`src/rtl/seg_scan_ctrl.sv`:
```
// rtl/seg_scan_ctrl.sv - 4-digit common-anode display scan controller with double-buffered data
//
// Purpose:
//   Time-multiplexes one BCD-to-7-segment decoder across four digits.
//   Each digit slot is REFRESH_DIV cycles long. The first BLANK_CYC cycles
//   of a slot keep all anodes off. Leading zeros can be suppressed by
//   driving code 4'hF. A pending/active register pair makes sure a frame
//   never shows a mix of old and new data.
//
// Ports:
//   clk        in   system clock, rising edge
//   rst_n      in   asynchronous active-low reset
//   en         in   scan enable
//   load       in   strobe that captures value/dot_en/dot_pos/blank_lz
//   value      in   four BCD nibbles, value[3:0] is digit 0 (rightmost)
//   dot_en     in   decimal point enable
//   dot_pos    in   digit index that carries the decimal point
//   blank_lz   in   leading-zero suppression enable
//   digit_code out  nibble to the decoder (4'hF = all segments off)
//   digit_dot  out  decoder dot input, 1 lights the dp
//   an         out  active-low anode enables, an[i] drives digit i
//   frame_tick out  one-cycle pulse when pending data is committed
module seg_scan_ctrl #(
  parameter int REFRESH_DIV = 100000,
  parameter int BLANK_CYC   = 1000
) (
  input  logic        clk,
  input  logic        rst_n,
  input  logic        en,
  input  logic        load,
  input  logic [15:0] value,
  input  logic        dot_en,
  input  logic [1:0]  dot_pos,
  input  logic        blank_lz,
  output logic [3:0]  digit_code,
  output logic        digit_dot,
  output logic [3:0]  an,
  output logic        frame_tick
);

  localparam int CW = (REFRESH_DIV > 1) ? $clog2(REFRESH_DIV) : 1;
  localparam logic [CW-1:0] CNT_MAX   = CW'(REFRESH_DIV - 1);
  localparam logic [CW-1:0] BLANK_END = CW'(BLANK_CYC);

  localparam logic ST_BLANK = 1'b0;
  localparam logic ST_SHOW  = 1'b1;

  // Config word layout: {blank_lz, dot_pos, dot_en, value}
  logic [19:0]   pend_q, pend_d;
  logic [19:0]   act_q,  act_d;
  logic [CW-1:0] cnt_q,  cnt_d;
  logic [1:0]    idx_q,  idx_d;
  logic          state_q, state_d;
  logic          en_q;
  logic [3:0]    an_q,   an_d;
  logic [3:0]    code_q, code_d;
  logic          dot_q,  dot_d;
  logic          tick_q, tick_d;

  logic [19:0]   load_cfg;
  logic          commit;

  assign load_cfg = {blank_lz, dot_pos, dot_en, value};

  // Pending/active buffering. On a commit cycle a simultaneous load goes
  // straight through pend_d into active, so the new frame already uses it.
  always_comb begin
    pend_d = load ? load_cfg : pend_q;
    commit = en && (!en_q || (cnt_q == CNT_MAX && idx_q == 2'd3));
    act_d  = commit ? pend_d : act_q;
  end

  // Digit selection for the upcoming index, using the post-commit data.
  logic [15:0] a_val;
  logic        a_de;
  logic [1:0]  a_dp;
  logic        a_lz;
  logic [3:0]  nib;
  logic        upper_zero;
  logic        lz_blank;
  logic [3:0]  sel_code;
  logic        sel_dot;

  assign a_val = act_d[15:0];
  assign a_de  = act_d[16];
  assign a_dp  = act_d[18:17];
  assign a_lz  = act_d[19];

  always_comb begin
    nib        = a_val[3:0];
    upper_zero = 1'b0;
    case (idx_d)
      2'd0: begin nib = a_val[3:0];   upper_zero = 1'b0;              end
      2'd1: begin nib = a_val[7:4];   upper_zero = (a_val[15:4]  == '0); end
      2'd2: begin nib = a_val[11:8];  upper_zero = (a_val[15:8]  == '0); end
      default: begin nib = a_val[15:12]; upper_zero = (a_val[15:12] == '0); end
    endcase
    // A zero that carries or precedes the dot is significant and stays lit.
    lz_blank = a_lz && upper_zero && !(a_de && (a_dp >= idx_d));
    sel_code = lz_blank ? 4'hF : nib;
    sel_dot  = a_de && (a_dp == idx_d);
  end

  // Slot sequencing and output next-state.
  always_comb begin
    cnt_d   = cnt_q;
    idx_d   = idx_q;
    state_d = state_q;
    an_d    = an_q;
    code_d  = code_q;
    dot_d   = dot_q;
    tick_d  = 1'b0;
    if (!en) begin
      cnt_d   = '0;
      idx_d   = 2'd0;
      state_d = ST_BLANK;
      an_d    = 4'b1111;
      code_d  = 4'hF;
      dot_d   = 1'b0;
    end else begin
      if (!en_q) begin
        cnt_d = '0;
        idx_d = 2'd0;
      end else if (cnt_q == CNT_MAX) begin
        cnt_d = '0;
        idx_d = idx_q + 2'd1;
      end else begin
        cnt_d = cnt_q + CW'(1);
      end
      tick_d  = commit;
      state_d = (cnt_d < BLANK_END) ? ST_BLANK : ST_SHOW;
      an_d    = (state_d == ST_BLANK) ? 4'b1111 : ~(4'b0001 << idx_d);
      // Code/dot change only on entry to BLANK: from the previous SHOW or
      // from the idle state when the scan (re)starts.
      if (state_d == ST_BLANK && (state_q == ST_SHOW || !en_q)) begin
        code_d = sel_code;
        dot_d  = sel_dot;
      end
    end
  end

  always_ff @(posedge clk or negedge rst_n) begin
    if (!rst_n) begin
      pend_q  <= '0;
      act_q   <= '0;
      cnt_q   <= '0;
      idx_q   <= 2'd0;
      state_q <= ST_BLANK;
      en_q    <= 1'b0;
      an_q    <= 4'b1111;
      code_q  <= 4'hF;
      dot_q   <= 1'b0;
      tick_q  <= 1'b0;
    end else begin
      pend_q  <= pend_d;
      act_q   <= act_d;
      cnt_q   <= cnt_d;
      idx_q   <= idx_d;
      state_q <= state_d;
      en_q    <= en;
      an_q    <= an_d;
      code_q  <= code_d;
      dot_q   <= dot_d;
      tick_q  <= tick_d;
    end
  end

  assign digit_code = code_q;
  assign digit_dot  = dot_q;
  assign an         = an_q;
  assign frame_tick = tick_q;

endmodule

```
`config.mk`:
```
export PLATFORM = sky130hd
export DESIGN_NAME = seg_scan_ctrl
export DESIGN_NICKNAME = d
export VERILOG_FILES = /design/src/rtl/seg_scan_ctrl.sv
export SDC_FILE = /design/constraint.sdc
export NUM_CORES = 1
export LEC_CHECK = 0
export CAP_MARGIN = 30
export CELL_PAD_IN_SITES_DETAIL_PLACEMENT = 1
export CELL_PAD_IN_SITES_GLOBAL_PLACEMENT = 1
export CORE_MARGIN = 2
export CORE_UTILIZATION = 30
export CTS_CLUSTER_SIZE = 24
export DETAILED_ROUTE_END_ITERATION = 10
export PLACE_DENSITY = 0.69
export SYNTH_ARGS = -nofsm -noshare
export SYNTH_HDL_FRONTEND = slang
export SYNTH_SLANG_ARGS = --single-unit
```
`constraint.sdc`:
```
create_clock -name clk -period 3.1 [get_ports clk]
set_input_delay 0.62 -clock clk [delete_from_list [all_inputs] [get_ports clk]]
set_output_delay 0.62 -clock clk [all_outputs]
set_load 0.005 [all_outputs]
```
==> metrics.cfg <==
[yosys]
synth_seq_cells=71
syn_nets=340
syn_inst=312
ys.flop_type=dfrtp_1
synth_seq_area_share=0.518
synth_enable_flop_cells=0
yosysUniqueCellTypes=59
ys.warnings.count=0
syn-cell-area_sq_mm=0.00345
ys_async_sr_fraction=1.00
syn_avg_cell_area_sq_um=11.1

[global_route]
grt_pass1_vias=2932
grt_max_degree=60
grt_antenna_before_repair=0
overflow=0
grtUsageTotal=0.156
grt_first_pass_wirelength_um=15200

[drt]
met2_length_um=4070
wl_met3_um=407
first_pass_iters=4
num_vias=2628
drtAntennaViolNets=0
vias_per_cell=5.05
routed_wirelength_um=8940
met1_length_um=4270
route.detailed.drc=0
top_layer=met4
wire_per_inst_um=17.2
drtIter0Drc=164

[sta]
whs_ps=179
tightest_slew_ps=561
finalCritPeriodShare=0.939
fin_ws_ps=189
hold_viol=0
rsz0062_at_grt=no
drv_slew=0
setup_viol=0
period_minus_slack_ps=2910
fmax_mhz=344
finalClockSkew_ps=4.89
relSlewSlack=0.625

[floorplanning]
core_area_sq_mm=0.0113
start_util=0.305
die_h_um=111
ioPinCount=34
num_rows=39
die_w_um=111
die_area_sq_mm=0.0124

[clock_network]
cts_tree=yes
cts-root-buf=clkbuf_16
cts.sinks=71
cts_buffers=9
path_clk_slew_ps=60
htree_levels=3
clock_path_buffers=2
clock_latency_ps=340
cts_setup_buffers=0

[place]
portBuffers=33
dp_hpwl_um=6450
place_ws_ps=-79.0
gp_congestion=0.840

[power_and_ir_drop]
cellLeakagePower_uw=0.00188
ir_worst_vdd_uv=215
powerDensity_mw_per_mm2=571

[worst_setup_path]
rr_worst_depth=12
cp_data_arrival_time_ps=3170
required_ps=3360
worst-setup-path-type=reg2reg
critPathCaptureType=flop
start_kind=flop
critPathMaxFanout=9

[min_path]
hold_path.class=in2async

[finish]
drive_gt1_frac=0.255
n_antenna_cell=0
area_delta_synth_final_pct=29.9
fin_nets=400
final_common_cell=dfrtp_1
final_cell_mix=dfrtp_1 (62), nand2_1 (33), clkdlybuf4s50_1 (32), mux2_2 (31)

[flow_run]
max_cap_violations=0

[status]
status=complete, no violations

through the flow:
step / instance area (sq um) / total power, uW / std cells / setup TNS [ps] / utilization
floorplan: 3460 / 1230 / 312 / 0 / -
global placement: 4110 / 1380 / 504 / 0 / 0.363
detailed placement: 4110 / 1390 / 504 / -179 / 0.363
CTS: 4450 / 2590 / 520 / 0 / 0.393
global route: 4480 / 2670 / 520 / 0 / 0.396
finish: 4480 / 2560 / 520 / 0 / 0.396
power breakdown:
group	total [uW]	leakage [uW]	internal (uW)	switching, uW
registers	1060	0.000874	1020	39.3
logic	313	0.000846	161	152
clock network	1180	0.000160	788	396
total	2560	0.00188	1970	587
worst paths after layout:
path | from | to | slack, ps
max | cnt_q[0]$_DFF_PN0_ | digit_code[3]$_DFFE_PN1P_ | 190
min | rst_n | cnt_q[16]$_DFF_PN0_ | 180
max reg2reg | cnt_q[0]$_DFF_PN0_ | digit_code[3]$_DFFE_PN1P_ | 190
min reg2reg | pend_q[0]$_DFF_PN0_ | pend_q[0]$_DFF_PN0_ | 500
max in group asynchronous | rst_n | cnt_q[0]$_DFF_PN0_ | 2280
min in group clk | pend_q[0]$_DFF_PN0_ | pend_q[0]$_DFF_PN0_ | 500
cell families (layout without fill, tap and decap cells):
family	after synthesis	in the layout	share of synthesized area
multiplexers	40	40	0.129
adder cells (fa/ha/maj)	4	4	0.0145
AND/OR/NAND/NOR	118	118	0.180
AO/OA/AOI/OAI	40	40	0.0845
XOR/XNOR	16	16	0.0406
buffers and inverters	23	88	0.0341
flip-flops	71	71	0.518
Yosys cell counts (2+ instances only):
library cell,instances,share of area
clkbuf_1,2,0.0022
buf_6,2,0.0065
or4_1,4,0.0087
a211oi_1,4,0.0087
xnor2_1,10,0.025
nor4_1,5,0.0091
nand2_1,33,0.036
nand3_1,10,0.014
inv_1,9,0.0098
and4_1,3,0.0076
a31oi_1,3,0.0054
buf_2,7,0.010
mux2i_1,8,0.023
a22oi_1,3,0.0065
nand2b_1,5,0.0091
nand4_1,9,0.016
o41ai_1,2,0.0051
a21oi_1,5,0.0072
ha_1,4,0.014
dfrtp_1,63,0.46
dfstp_2,8,0.061
buf_4,2,0.0043
nor2_1,28,0.030
mux2_2,31,0.10
o21ai_0,6,0.0087
nor3_1,4,0.0058
xor2_1,6,0.015
and3_1,5,0.0091
worst max-delay path, cell delays in order, from the launching register on:
cell and delay (ps):
dfrtp_2 440, ha_4 190, and4_2 210, and4_1 200
buf_4 180, xnor2_1 230, nor2_1 110, ha_1 290
nand2b_1 100, a21oi_1 60, a221o_1 270, o2111a_1 180
o32a_1 360
area by class of cell:
cell class | instances | area [sq um]
Fill cell | 1250 | 6840
Clock inverter | 5 | 106
Clock buffer | 11 | 233
Inverter | 10 | 37.5
Sequential cell | 71 | 1790
Tap cell | 143 | 179
Multi-Input combinational cell | 218 | 1590
Timing Repair Buffer | 62 | 556
registers in the layout (all words and copies together), names as in the netlist:
name / cells
act_q: 20
an: 4
cnt_q: 17
digit_code: 4
digit_dot: 1
en_q: 1
frame_tick: 1
idx_q: 2
pend_q: 20
state_q: 1
metal layers:
metal / vias up / GRT usage
met1: 1307 / 0.213
met4: 0 / 0.0658
met5: - / 0
li1: 1253 / -
met2: 55 / 0.236
met3: 13 / 0.0388
timing repair:
| item | in CTS | in global routing |
|---|---|---|
| resized for setup | 0 | 6 |
| endpoints found under the setup margin | 0 | 4 |
| hold buffers | 0 | 0 |
(Power assumes the default switching activity.)
